### config.mk
export PLATFORM = sky130hd
export DESIGN_NAME = mux_nto1_hs_flat
export DESIGN_NICKNAME = d
export VERILOG_FILES = /design/src/rtl/mux_nto1_hs_if.sv /design/src/rtl/mux_nto1_hs.sv /design/src/flat_wrapper.sv
export SDC_FILE = /design/constraint.sdc
export NUM_CORES = 1
export LEC_CHECK = 0
export ABC_CLOCK_PERIOD_IN_PS = 5300
export BUFFER_PORTS_ARGS = -buffer_cell sky130_fd_sc_hd__buf_2
export CORE_MARGIN = 2
export CORE_UTILIZATION = 45
export CTS_CLUSTER_DIAMETER = 60
export DETAILED_ROUTE_END_ITERATION = 12
export PLACE_DENSITY_LB_ADDON = 0.12
export SYNTH_ARGS = -nofsm -noshare
export SYNTH_HDL_FRONTEND = slang
export SYNTH_SLANG_ARGS = --single-unit
export TNS_END_PERCENT = 100
### constraint.sdc
create_clock -name clk -period 5.3 [get_ports clk]
set_input_delay 0.265 -clock clk [delete_from_list [all_inputs] [get_ports clk]]
set_output_delay 0.265 -clock clk [all_outputs]
set_load 0.05 [all_outputs]
### src/rtl/mux_nto1_hs_if.sv
// mux_nto1_hs_if: per-channel input streams, select controls and output stream.
// slave is the mux side; master is the producer/consumer side.
interface mux_nto1_hs_if #(
   parameter int  N_CH   = 8,
   parameter int  DATA_W = 8,
   localparam int SEL_W  = $clog2(N_CH)
);
   logic                     mode;
   logic [SEL_W-1:0]         sel;
   logic [N_CH*DATA_W-1:0]   in_data;
   logic [N_CH-1:0]          in_valid;
   logic [N_CH-1:0]          in_ready;
   logic [DATA_W-1:0]        out_data;
   logic [SEL_W-1:0]         out_ch;
   logic                     out_valid;
   logic                     out_ready;
   logic                     sel_err;

   modport slave (
      input  mode, sel, in_data, in_valid, out_ready,
      output in_ready, out_data, out_ch, out_valid, sel_err
   );

   modport master (
      output mode, sel, in_data, in_valid, out_ready,
      input  in_ready, out_data, out_ch, out_valid, sel_err
   );
endinterface

### src/rtl/mux_nto1_hs.sv
// mux_nto1_hs: registered N-to-1 stream mux with SEL or round-robin grant.
// Define MUX_XFER_CNT_EN to add cnt_clr / xfer_cnt (saturating pop counter).
module mux_nto1_hs #(
   parameter int  N_CH   = 8,
   parameter int  DATA_W = 8,
   localparam int SEL_W  = $clog2(N_CH)
) (
   input  logic        clk,
   input  logic        rst,
`ifdef MUX_XFER_CNT_EN
   input  logic        cnt_clr,
   output logic [15:0] xfer_cnt,
`endif
   mux_nto1_hs_if.slave bus
);

   logic [DATA_W-1:0] out_data_q, out_data_d;
   logic [SEL_W-1:0]  out_ch_q, out_ch_d;
   logic              out_valid_q, out_valid_d;
   logic              sel_err_q, sel_err_d;
   logic [SEL_W-1:0]  rr_ptr_q, rr_ptr_d;

   logic              load;
   logic              sel_ok;
   logic              gnt_vld;
   logic [SEL_W-1:0]  gnt_idx;
   logic              xfer;
   logic [N_CH-1:0]   rdy;
   logic [DATA_W-1:0] gnt_data;

   assign load   = !out_valid_q || bus.out_ready;
   assign sel_ok = int'(bus.sel) < N_CH;

   always_comb begin : grant
      int               idx;
      logic [SEL_W-1:0] cand;
      gnt_vld = 1'b0;
      gnt_idx = '0;
      idx     = 0;
      cand    = '0;
      if (!bus.mode) begin
         gnt_vld = sel_ok;
         gnt_idx = bus.sel;
      end else begin
         // descending scan: the closest valid channel at/after rr_ptr wins last
         for (int k = N_CH - 1; k >= 0; k--) begin
            idx = int'(rr_ptr_q) + k;
            if (idx >= N_CH) idx = idx - N_CH;
            cand = SEL_W'(idx);
            if (bus.in_valid[cand]) begin
               gnt_vld = 1'b1;
               gnt_idx = cand;
            end
         end
      end
   end

   always_comb begin
      rdy = '0;
      if (gnt_vld && load && !rst) rdy[gnt_idx] = 1'b1;
   end

   assign bus.in_ready = rdy;
   assign xfer = gnt_vld && load && !rst && bus.in_valid[gnt_idx];

   always_comb begin
      gnt_data = '0;
      for (int i = 0; i < N_CH; i++) begin
         if (gnt_idx == SEL_W'(i)) gnt_data = bus.in_data[i*DATA_W +: DATA_W];
      end
   end

   always_comb begin
      out_data_d  = out_data_q;
      out_ch_d    = out_ch_q;
      out_valid_d = out_valid_q && !bus.out_ready;
      rr_ptr_d    = rr_ptr_q;
      sel_err_d   = !bus.mode && !sel_ok;
      if (xfer) begin
         out_data_d  = gnt_data;
         out_ch_d    = gnt_idx;
         out_valid_d = 1'b1;
         if (bus.mode) begin
            rr_ptr_d = (int'(gnt_idx) == N_CH - 1) ? '0 : gnt_idx + 1'b1;
         end
      end
   end

   always_ff @(posedge clk) begin
      if (rst) begin
         out_data_q  <= '0;
         out_ch_q    <= '0;
         out_valid_q <= 1'b0;
         sel_err_q   <= 1'b0;
         rr_ptr_q    <= '0;
      end else begin
         out_data_q  <= out_data_d;
         out_ch_q    <= out_ch_d;
         out_valid_q <= out_valid_d;
         sel_err_q   <= sel_err_d;
         rr_ptr_q    <= rr_ptr_d;
      end
   end

   assign bus.out_data  = out_data_q;
   assign bus.out_ch    = out_ch_q;
   assign bus.out_valid = out_valid_q;
   assign bus.sel_err   = sel_err_q;

`ifdef MUX_XFER_CNT_EN
   logic [15:0] cnt_q, cnt_d;

   always_comb begin
      cnt_d = cnt_q;
      if (cnt_clr) begin
         cnt_d = '0;
      end else if (out_valid_q && bus.out_ready && cnt_q != 16'hFFFF) begin
         cnt_d = cnt_q + 16'd1;
      end
   end

   always_ff @(posedge clk) begin
      if (rst) cnt_q <= '0;
      else     cnt_q <= cnt_d;
   end

   assign xfer_cnt = cnt_q;
`endif

endmodule

### src/flat_wrapper.sv
// flat-port wrapper written by rule: the top's interface ports become plain ports
module mux_nto1_hs_flat 
#(
   parameter int  N_CH   = 8,
   parameter int  DATA_W = 8,
   localparam int SEL_W  = $clog2(N_CH)
)
  (clk, rst, bus_mode, bus_sel, bus_in_data, bus_in_valid, bus_out_ready, bus_in_ready, bus_out_data, bus_out_ch, bus_out_valid, bus_sel_err);
  mux_nto1_hs_if #(.N_CH(N_CH), .DATA_W(DATA_W)) bus_i ();
  input  logic clk;
  input  logic rst;
  input wire logic [$bits(bus_i.mode)-1:0] bus_mode;
  input wire logic [$bits(bus_i.sel)-1:0] bus_sel;
  input wire logic [$bits(bus_i.in_data)-1:0] bus_in_data;
  input wire logic [$bits(bus_i.in_valid)-1:0] bus_in_valid;
  input wire logic [$bits(bus_i.out_ready)-1:0] bus_out_ready;
  output wire logic [$bits(bus_i.in_ready)-1:0] bus_in_ready;
  output wire logic [$bits(bus_i.out_data)-1:0] bus_out_data;
  output wire logic [$bits(bus_i.out_ch)-1:0] bus_out_ch;
  output wire logic [$bits(bus_i.out_valid)-1:0] bus_out_valid;
  output wire logic [$bits(bus_i.sel_err)-1:0] bus_sel_err;
  assign bus_i.mode = bus_mode;
  assign bus_i.sel = bus_sel;
  assign bus_i.in_data = bus_in_data;
  assign bus_i.in_valid = bus_in_valid;
  assign bus_i.out_ready = bus_out_ready;
  assign bus_in_ready = bus_i.in_ready;
  assign bus_out_data = bus_i.out_data;
  assign bus_out_ch = bus_i.out_ch;
  assign bus_out_valid = bus_i.out_valid;
  assign bus_sel_err = bus_i.sel_err;
  mux_nto1_hs #(.N_CH(N_CH), .DATA_W(DATA_W)) u_core (.clk(clk), .rst(rst), .bus(bus_i));
endmodule
== Word level (Yosys, flattened, before mapping) ==
Cells that the tools add are included.

* Flip-flop bits (word level): 15
* Input bits: 79
* Output and inout bits: 21
* Word-level logic and storage cells: 122

* Add/sub/neg operators: 16
* Order comparisons: 18
* Eq/ne operators: 8
* Mux-type cells: 65
* Reductions and logical operators: 11

{| class="wikitable"
|+ Operators by type and width
! cell !! count
|-
| 2-to-1 mux 3 bit || 26
|-
| 2-to-1 mux 8 bit || 9
|-
| < comparator 3 x 4 -> 1 bit, second input constant || 9
|-
| >= comparator 4 bit, second input constant || 7
|-
| binary-select mux 1 bit (select 3 bit) || 9
|-
| subtractor 3 x 1 -> 3 bit, second input constant || 8
|-
| 2-to-1 mux 1 bit || 20
|-
| adder 3 x 3 -> 4 bit, second input constant || 4
|-
| equality test 3 bit, second input constant || 4
|-
| adder 3 x 2 -> 4 bit, second input constant || 2
|-
| equality test 3 x 1 -> 1 bit, second input constant || 2
|-
| equality test 3 x 2 -> 1 bit, second input constant || 2
|-
| logical AND 1 bit || 5
|-
| adder 3 x 1 -> 4 bit, second input constant || 1
|-
| >= comparator 3 x 4 -> 1 bit, second input constant || 1
|-
| adder 3 x 1 -> 3 bit, second input constant || 1
|-
| demux 1 bit (select 3 bit) || 1
|-
| >= comparator 3 x 1 -> 1 bit, second input constant || 1
|-
| logical NOT 1 bit || 3
|-
| logical NOT 3 bit || 1
|-
| AND reduction 2 bit || 1
|-
| logical OR 1 bit || 1
|}

== Logic depth before layout (Yosys ltp) ==
Gate-level depths: netlist of the first run.

* Word-level depth: 24
* Gate-level depth with buffers: 21
* Mapped depth without buffers: 17

== Least setup slack after synthesis of the first run ==
Ideal clock, no wire load.

* Kind: register to register
* Start point: reg u_core.rr_ptr_q[1]
* End point: reg u_core.out_data_q[7] (netlist: u_core.bus.out_data[7])
* Library setup time: 0.069 ns
* Data arrival time: 4.376 ns
* Data required time: 5.231 ns
* Slack: 0.855 ns
* Stages on the path, launching flop included: 21
* Buffers on the path: 4
* Period minus slack after synthesis: 4.445 ns
* Path through: dfxtp_1 > inv_1 > buf_1 > ha_1 > buf_6 > mux4_2 > mux2i_1 > o311ai_1 > a2111oi_4 > nor3_4 > buf_4 > inv_1 > ha_1 > clkbuf_1 > nor2b_1 > a22oi_1 > o21ai_0 > nand2_1 > a22o_1 > a221o_1 > o21ai_1

* Cells in the longest elaborated chain, start to end: 24
* Elaborated cells between the ends (all ways): 94
* Those cells by class: add/sub (15); order compare (8); eq/ne (7); mux (60); reduce/logical (4)

{| class="wikitable"
|+ Ends and longest elaborated chain
! item !! RTL line !! RTL
|-
| start, declared || mux_nto1_hs.sv:21 || <nowiki>logic [SEL_W-1:0] rr_ptr_q, rr_ptr_d;</nowiki>
|-
| start signal, assigned || mux_nto1_hs.sv:101 || <nowiki>rr_ptr_q <= rr_ptr_d;</nowiki>
|-
| adder 3 x 3 -> 4 bit || mux_nto1_hs.sv:47 || <nowiki>idx = int'(rr_ptr_q) + k;</nowiki>
|-
| >= comparator 4 bit or subtractor 3 x 1 -> 3 bit (tied branches) || mux_nto1_hs.sv:48 || <nowiki>if (idx >= N_CH) idx = idx - N_CH;</nowiki>
|-
| 2-to-1 mux 3 bit || mux_nto1_hs.sv:48 ||
|-
| 2-to-1 mux 3 bit || mux_nto1_hs.sv:41 || <nowiki>if (!bus.mode) begin</nowiki>
|-
| binary-select mux 1 bit (select 3 bit) || mux_nto1_hs.sv:50 || <nowiki>if (bus.in_valid[cand]) begin</nowiki>
|-
| 2-to-1 mux 1 bit (not written as such) || mux_nto1_hs.sv:50 ||
|-
| 2-to-1 mux 3 bit (8 in a row) || mux_nto1_hs.sv:50 ||
|-
| 2-to-1 mux 3 bit || mux_nto1_hs.sv:41 ||
|-
| logical NOT 3 bit || mux_nto1_hs.sv:69 || <nowiki>if (gnt_idx == SEL_W'(i)) gnt_data = bus.in_data[i*DATA_W +: DATA_W];</nowiki>
|-
| 2-to-1 mux 8 bit (8 in a row) || mux_nto1_hs.sv:69 ||
|-
| end signal, assigned || mux_nto1_hs.sv:97 || <nowiki>out_data_q <= out_data_d;</nowiki>
|-
| end, declared || mux_nto1_hs.sv:17 || <nowiki>logic [DATA_W-1:0] out_data_q, out_data_d;</nowiki>
|}

Parallel ways exist; a longest one is shown, timed or not. The select of a mux whose other input is x is not followed.
A chain may end at the register's enable or synchronous reset.

== Worst setup path after layout of the first run ==
* Start point: reg u_core.rr_ptr_q[0]
* End point: reg u_core.out_data_q[3] (netlist: u_core.bus.out_data[3])

The elaborated chain is that of the path after synthesis.

==> results of run 1 <==
-- stage by stage --
step           hold slack (ps)  setup WS, ps   util  total power, mW  cell area (um2)
2_1_floorplan              334           855      -            0.748             2410
3_3_place_gp               454           667  0.575            0.924             2960
3_5_place_dp               470           645  0.575            0.924             2960
4_1_cts                    260           630  0.584             1.02             3000
5_1_grt                    292           276  0.584             1.10             3000
6_report                   266           533  0.584             1.03             3000
-- report_power, final --
part           switching (mW)  total, mW  internal (mW)
registers              0.0178      0.162          0.144
clock network          0.0403     0.0924         0.0521
logic                   0.496      0.773          0.276
total                   0.554       1.03          0.473
-- layout by cell type (no fill, tap or decap), drive strengths merged, types with 7 or more instances in the layout --
master	Yosys	routed
buf	13	109
nand2	35	35
nor2	24	24
a21oi	23	23
o22ai	20	20
o21ai	20	20
dfxtp	15	15
inv	13	13
nor3	12	12
mux4	9	9
mux2i	9	9
o211ai	9	9
a211oi	8	8
mux2	7	7
and2	7	7
nor4	7	7
-- sequential cells by signal (all words and copies together) (netlist names) --
signal and cells:
u_core.bus.out_ch 3, u_core.bus.out_data 8, u_core.bus.out_valid 1, u_core.rr_ptr_q 3
-- routing by layer --
metal | track usage | wire [um] | up-vias
li1 | - | - | 1429
met1 | 0.402 | 3620 | 1360
met2 | 0.389 | 3530 | 164
met3 | 0.0471 | 766 | 8
met4 | 0.0554 | 85 | 0
met5 | 0 | 0 | -
-- layout make-up --
type	count	area [um2]
well taps	70	87.6
clock buffers	3	41.3
repair buffers	109	573
clock inverters	1	5.00
fillers	520	2140
inverters	13	48.8
multi-input cells	270	1950
flip-flops and latches	15	300
-- logic make-up after synthesis --
family / share of synthesized area
adder cells (fa/ha/maj): 0.0259
XOR/XNOR: 0.00726
other: 0.00155
multiplexers: 0.154
buffers and inverters: 0.0746
AO/OA/AOI/OAI: 0.368
flip-flops: 0.124
AND/OR/NAND/NOR: 0.244
-- worst paths after layout --
| kind | from | to | slack [ps] | depth (start not counted) |
|---|---|---|---|---|
| setup / recovery | u_core.rr_ptr_q[0] | u_core.bus.out_data[3] | 530 | 16 |
| hold / removal | rst | u_core.bus.out_ch[1] | 270 | 2 |
| setup reg to reg | u_core.rr_ptr_q[0] | u_core.bus.out_data[3] | 530 | 16 |
| hold reg to reg | u_core.bus.out_ch[1] | u_core.bus.out_ch[1] | 480 | 2 |
==> qor_table.md, run 1 <==
| Quantity | Reported |
|---|---|
| Run status | finished, final reports clean |
| Non-filler instance count after layout | 481 |
| Proportion of synthesized flip-flops having asynchronous set or reset | 0 |
| Family with the most delay on the worst path | compound AO/OA/AOI/OAI gates |
| Crit path largest cell delay | 610 ps |
| Top cell type by total area after synthesis | dfxtp_1 |
| Final count of pins violating max slew | 0 |
| Proportion of layout cells with a drive suffix above 1 | 0.348 |
| Cell Area, Synth | 0.00241 mm2 |
| Setup Total Neg Slack | 0 ps |
| Number of warnings printed during yosys synthesis | 0 |
| Number of placed cells counting well taps | 477 |
| Placeable core area | 0.00514 mm2 |
| Number of gates resized after cts | 0 |
| Cell Chain, Critical Path | inv_1 -> ha_1 -> mux4_2 -> mux2i_1 -> nand2b_1 -> a21boi_1 -> a41o_1 -> nor2_4 -> ha_1 -> inv_1 -> nand2_1 -> o22ai_1 -> nor3_1 -> a211o_1 -> o22ai_1 -> mux2i_1 |
| Number of global-route vias before repair | 2632 |
| Total setup violations reported at the end of the flow | 0 |
| Average cell area after synthesis | 7.50 um2 |
| Most frequent cells after synthesis | 35 x nand2_1, 23 x nor2_1, 22 x a21oi_1 |
| CTS hold repair buffers | 0 |
| Net count of the mapped netlist | 406 |
| Total global routing track utilization | 0.265 |
| Kind of end point of the critical path | flip-flop |
| Peak supply drop | 0.170 mV |
| Number of enable-type register cells in the synthesized netlist | 0 |
| Layout Nets | 496 |
| Largest cells by area after synthesis | dfxtp_1 12%, mux4_2 8.4%, nand2_1 5.4% |
| CTS tree | done |
| Dominant synthesized flop cell | dfxtp_1 |
| Area share of the leading cell type in the synthesized netlist | 0.124 |
| Sequential-to-total area share from yosys stat | 0.124 |
| First DRT Iteration DRCs | 183 |
| Clock slew seen by the registers of the worst setup and hold paths | 60 ps |
| Number of rows in the core area | 26 |
| Die area | 0.00597 mm2 |
| Dominant cell by count in the synthesized netlist | nand2_1 |
| Die Height | 77.2 um |
| Critical path startpoint category | flip-flop |
| Part of the cycle the worst path needs | 0.899 |
| Highest net fanout along the worst path | 15 |
| Final wirelength | 8000 um |
| Post-route minimum period | 4770 ps |
| I/O Pins | 100 |
| Achievable frequency | 210 MHz |
| Netlist cell types | 65 |
| Final hold violation count | 0 |
| Horiz. Die Dim | 77.2 um |
| Largest net degree at the start of global routing | 30 |
| Number of buffers between clock root and the deepest sink | 2 |
| Gpl congestion | 0.929 |
| Initial DRT Pass Iterations | 5 |
| Clock latency at the later pin of the worst-skew pair | 250 ps |
| Cell with the biggest individual delay on the critical path | mux4_2 |
| Via density per instance | 6.16 |
| Clock tree sinks | 15 |
| Global-route wire length before repair | 13100 um |
| Initial antenna violation count | 0 |
| Buffers and inverters on the worst path | 2 |
| Antenna diode instance count | 0 |
| Layout Skew | 2.71 ps |
| Post-route antenna net violation count | 0 |
| Number of buffers inserted to repair setup after CTS | 0 |
| Number of H-tree branching levels | 1 |
| # Max-Cap Violations | 0 |
| Kind of critical path | flip-flop to flip-flop |
| Inserted Clock Buffers | 3 |
| Class of the most critical hold timing path | primary input to flip-flop |
| Initial core utilization | 0.470 |
| Tightest slew margin relative to the limit | 0.416 |
| Congestion Overflow GR | 0 |
| Unrepaired setup endpoints after global routing | no |
| Detail Placement HPWL | 6220 um |
| Area Overhead vs Synth | 24.4% |
| Gate Count Post-Synth | 322 |
| Port bufs | 98 |
| Leak Pwr | 1.31 nW |
| Worst EP required | 5420 ps |
| Clock Tree Root | clkbuf_8 |
| DRC violations left | 0 |
| Flop and latch count out of synthesis | 15 |
| Transition time at the pin with the least slew margin | 870 ps |
| Signal arrival time at the worst endpoint | 4890 ps |
| Power per cell area | 342 mW/mm2 |
| Final routed wire length divided by cell count | 16.6 um |
| Via count | 2961 |
No activity file was read; power rests on OpenSTA's default activity.
==> run 2, diff against run 1 <==
Settings changed: CORE_ASPECT_RATIO from default to 1.75.
==> run 2 against run 1 <==
  * Flip-flop and latch count unchanged
  * Worst setup slack better by 390 ps
  * Wire length rose by 15%
  * Largest power group unchanged
==> qor_table.md, run 2 (synthesized netlist as in run 1, its figures left out) <==
| Quantity | Reported | Delta |
|---|---|---|
| Clock Tree Root | clkbuf_8 |  |
| Layout Skew | 3.62 ps | +0.910 ps |
| Antenna diode instance count | 0 | unchanged |
| Number of cells traversed by the worst register-to-register path | 17 | +1 |
| Terminus of the critical flop-to-flop path | u_core.bus.out_data[7] |  |
| Cell Chain, Critical Path | inv_1 -> ha_1 -> mux4_2 -> mux2i_1 -> nand2b_1 -> a21boi_1 -> a41o_1 -> nor2_4 -> inv_2 -> ha_1 -> nor2b_1 -> a22oi_1 -> o21ai_0 -> nand2_1 -> a22o_1 -> a221o_1 -> o21ai_1 |  |
| Combinational cell fraction of total power | 0.765 | +0.013 |
| Number of rows in the core area | 35 | +35% |
| Internal power contribution | 0.510 mW | +7.8% |
| # Max-Cap Violations | 0 | unchanged |
| Power per cell area | 353 mW/mm2 | +3.3% |
| Worst EP required | 5480 ps | +60 ps |
| Achievable frequency | 229 MHz | +9.0% |
| Run status | finished, final reports clean |  |
| Largest net degree at the start of global routing | 18 | -40% |
| Critical path startpoint category | flip-flop |  |
| Sequential fraction of design power | 0.148 | -0.010 |
| Flip-flop count of the largest register after layout | 8 | unchanged |
| Layout Nets | 512 | +3.2% |
| Total setup violations reported at the end of the flow | 0 | unchanged |
| Kind of critical path | flip-flop to flip-flop |  |
| Number of H-tree branching levels | 1 | unchanged |
| Number of placed cells counting well taps | 478 | +0.21% |
| Inserted Clock Buffers | 3 | unchanged |
| Proportion of layout cells with a drive suffix above 1 | 0.372 | +0.0244 |
| Horiz. Die Dim | 59.4 um | -23% |
| CTS hold repair buffers | 0 | unchanged |
| Fin worst setup slack | 926 ps | +393 ps |
| DRC violations left | 0 | unchanged |
| Leading cell type in the layout, fill and taps excluded | buf_2 |  |
| Transition time at the pin with the least slew margin | 822 ps | -48.8 ps |
| RR Startpoint | u_core.rr_ptr_q[0] |  |
| Detail Placement HPWL | 7550 um | +21% |
| Fraction of power spent switching nets | 0.535 | -0.00446 |
| Signal arrival time at the worst endpoint | 4560 ps | -330 ps |
| Via density per instance | 6.43 | +4.4% |
| Unrepaired setup endpoints after global routing | no |  |
| Number of buffers between clock root and the deepest sink | 2 | unchanged |
| Tightest slew margin relative to the limit | 0.448 | +0.0327 |
| Final hold violation count | 0 | unchanged |
| Number of gates resized after cts | 0 | unchanged |
| Non-filler instance count after layout | 482 | +0.21% |
| Leak Pwr | 1.38 nW | +5.9% |
| Met2 demand-to-capacity share in global routing | 0.604 | +0.215 |
| Post-route minimum period | 4370 ps | -393 ps |
| Class of the most critical hold timing path | primary input to flip-flop |  |
| Highest net fanout along the worst path | 8 | -7 |
| Leading cell types in the layout, fill and taps excluded | 98 x buf_2, 35 x nand2_1, 27 x buf_4 |  |
| Most repeated library cell on the critical path | ha_1 |  |
| Final count of pins violating max slew | 0 | unchanged |
| Peak supply drop | 0.262 mV | +55% |
| Register-to-register setup slack | 930 ps | +390 ps |
| Initial DRT Pass Iterations | 5 | unchanged |
| Initial antenna violation count | 0 | unchanged |
| CTS tree | done |  |
| Area Overhead vs Synth | 28.6% |  |
| Congestion Overflow GR | 0 | unchanged |
| Crit path largest cell delay | 610 ps | about the same |
| Met1 track demand over resource | 0.299 | -0.103 |
| WHS | 265 ps | -1.18 ps |
| Met3 demand-to-capacity share in global routing | 0.0411 | -0.00598 |
| Sw power | 0.587 mW | +5.9% |
| Critical Path Source | u_core.rr_ptr_q[0] |  |
| First DRT Iteration DRCs | 173 | -5.5% |
| Clock latency at the later pin of the worst-skew pair | 250 ps | about the same |
| Busiest metal layer after global routing | met2 |  |
| Part of the power in the clock network | 0.086 | -0.004 |
| Clock slew seen by the registers of the worst setup and hold paths | 60 ps | about the same |
| Post-route antenna net violation count | 0 | unchanged |
| Clock tree sinks | 15 | unchanged |
| I/O Pins | 100 | unchanged |
| Global-route wire length before repair | 14700 um | +13% |
| Number of cells on the worst hold path | 2 | unchanged |
| Number of global-route vias before repair | 3164 | +20% |
| Cell with the biggest individual delay on the critical path | mux4_2 |  |
| Kind of end point of the critical path | flip-flop |  |
| Worst Hold Launch | rst |  |
| Final routed wire length divided by cell count | 19.1 um | +15% |
| Port bufs | 98 | unchanged |
| Endpoint of the worst hold path | u_core.bus.out_ch[1] |  |
| Initial core utilization | 0.463 | -0.00643 |
| Final wirelength | 9220 um | +15% |
| Gpl congestion | 0.934 | +0.59% |
| Via count | 3097 | +4.6% |
| Total global routing track utilization | 0.319 | +0.0534 |
| Placeable core area | 0.00521 mm2 | +1.4% |
| Setup Total Neg Slack | 0 ps | unchanged |
| Placement-stage worst setup slack | 961 ps | +315 ps |
| Number of buffers inserted to repair setup after CTS | 0 | unchanged |
| Die area | 0.00599 mm2 | +0.39% |
| Final-layout fill cell count | 526 | +1.2% |
| Part of the cycle the worst path needs | 0.825 | -0.0741 |
| Die Height | 101 um | +31% |
-- run 2: changes by cell type in the layout (fill, tap and decap cells not counted), sizes merged --
cell / previous run / this run
buf: 109 / 125
-- run 2: power by group through the flow --
stage / clock (mW) / sequential (mW) / combinational [mW]
2_1_floorplan: 0 / 0.259 / 0.489
3_3_place_gp: 0 / 0.163 / 0.829
3_5_place_dp: 0 / 0.165 / 0.827
4_1_cts: 0.0971 / 0.162 / 0.831
5_1_grt: 0.0993 / 0.166 / 0.901
6_report: 0.0945 / 0.163 / 0.839
-- run 2: final cells by class --
| type | count | area (um2) | share of cell area |
|---|---|---|---|
| sequential | 15 | 300 | 0.0968 |
| multi-input combinational | 270 | 1950 | 0.627 |
| tap | 55 | 68.8 | 0.0222 |
| timing repair buffer | 125 | 693 | 0.223 |
| clock inverter | 1 | 5.00 | 0.00161 |
| clock buffer | 3 | 41.3 | 0.0133 |
| inverter | 13 | 48.8 | 0.0157 |
-- run 2: how the worst max path moves through the flow --
| stage | end | slack, ps | cells after the start |
|---|---|---|---|
| 6_report | u_core.bus.out_data[7] | 930 | 17 |
| 4_1_cts | u_core.bus.out_data[7] | 920 | 17 |
| 3_3_place_gp | u_core.bus.out_data[7] | 970 | 17 |
| 3_5_place_dp | u_core.bus.out_data[7] | 960 | 17 |
| 5_1_grt | u_core.bus.out_data[7] | 620 | 17 |
| 2_1_floorplan | u_core.bus.out_data[7] | 860 | 20 |
-- run 2: worst max-delay path, delay by kind of cell, from the launching register on --
kind | cells | cell delay, ps
flops | 1 | 330
buf+inv | 2 | 190
compound gates | 7 | 1500
fa+ha+maj | 2 | 720
mux | 2 | 960
simple gates | 4 | 620
-- run 2: per-layer routing --
metal / vias to the layer above / wire length (um)
met5: - / 0
met3: 42 / 457
met4: 0 / 613
met2: 152 / 5110
li1: 1458 / -
met1: 1445 / 3030
-- run 2: through the flow --
| stage | area, um2 | power, mW | util |
|---|---|---|---|
| 2_1_floorplan | 2410 | 0.748 | - |
| 3_3_place_gp | 3060 | 0.992 | 0.587 |
| 3_5_place_dp | 3060 | 0.993 | 0.587 |
| 4_1_cts | 3100 | 1.09 | 0.595 |
| 5_1_grt | 3100 | 1.17 | 0.595 |
| 6_report | 3100 | 1.10 | 0.595 |
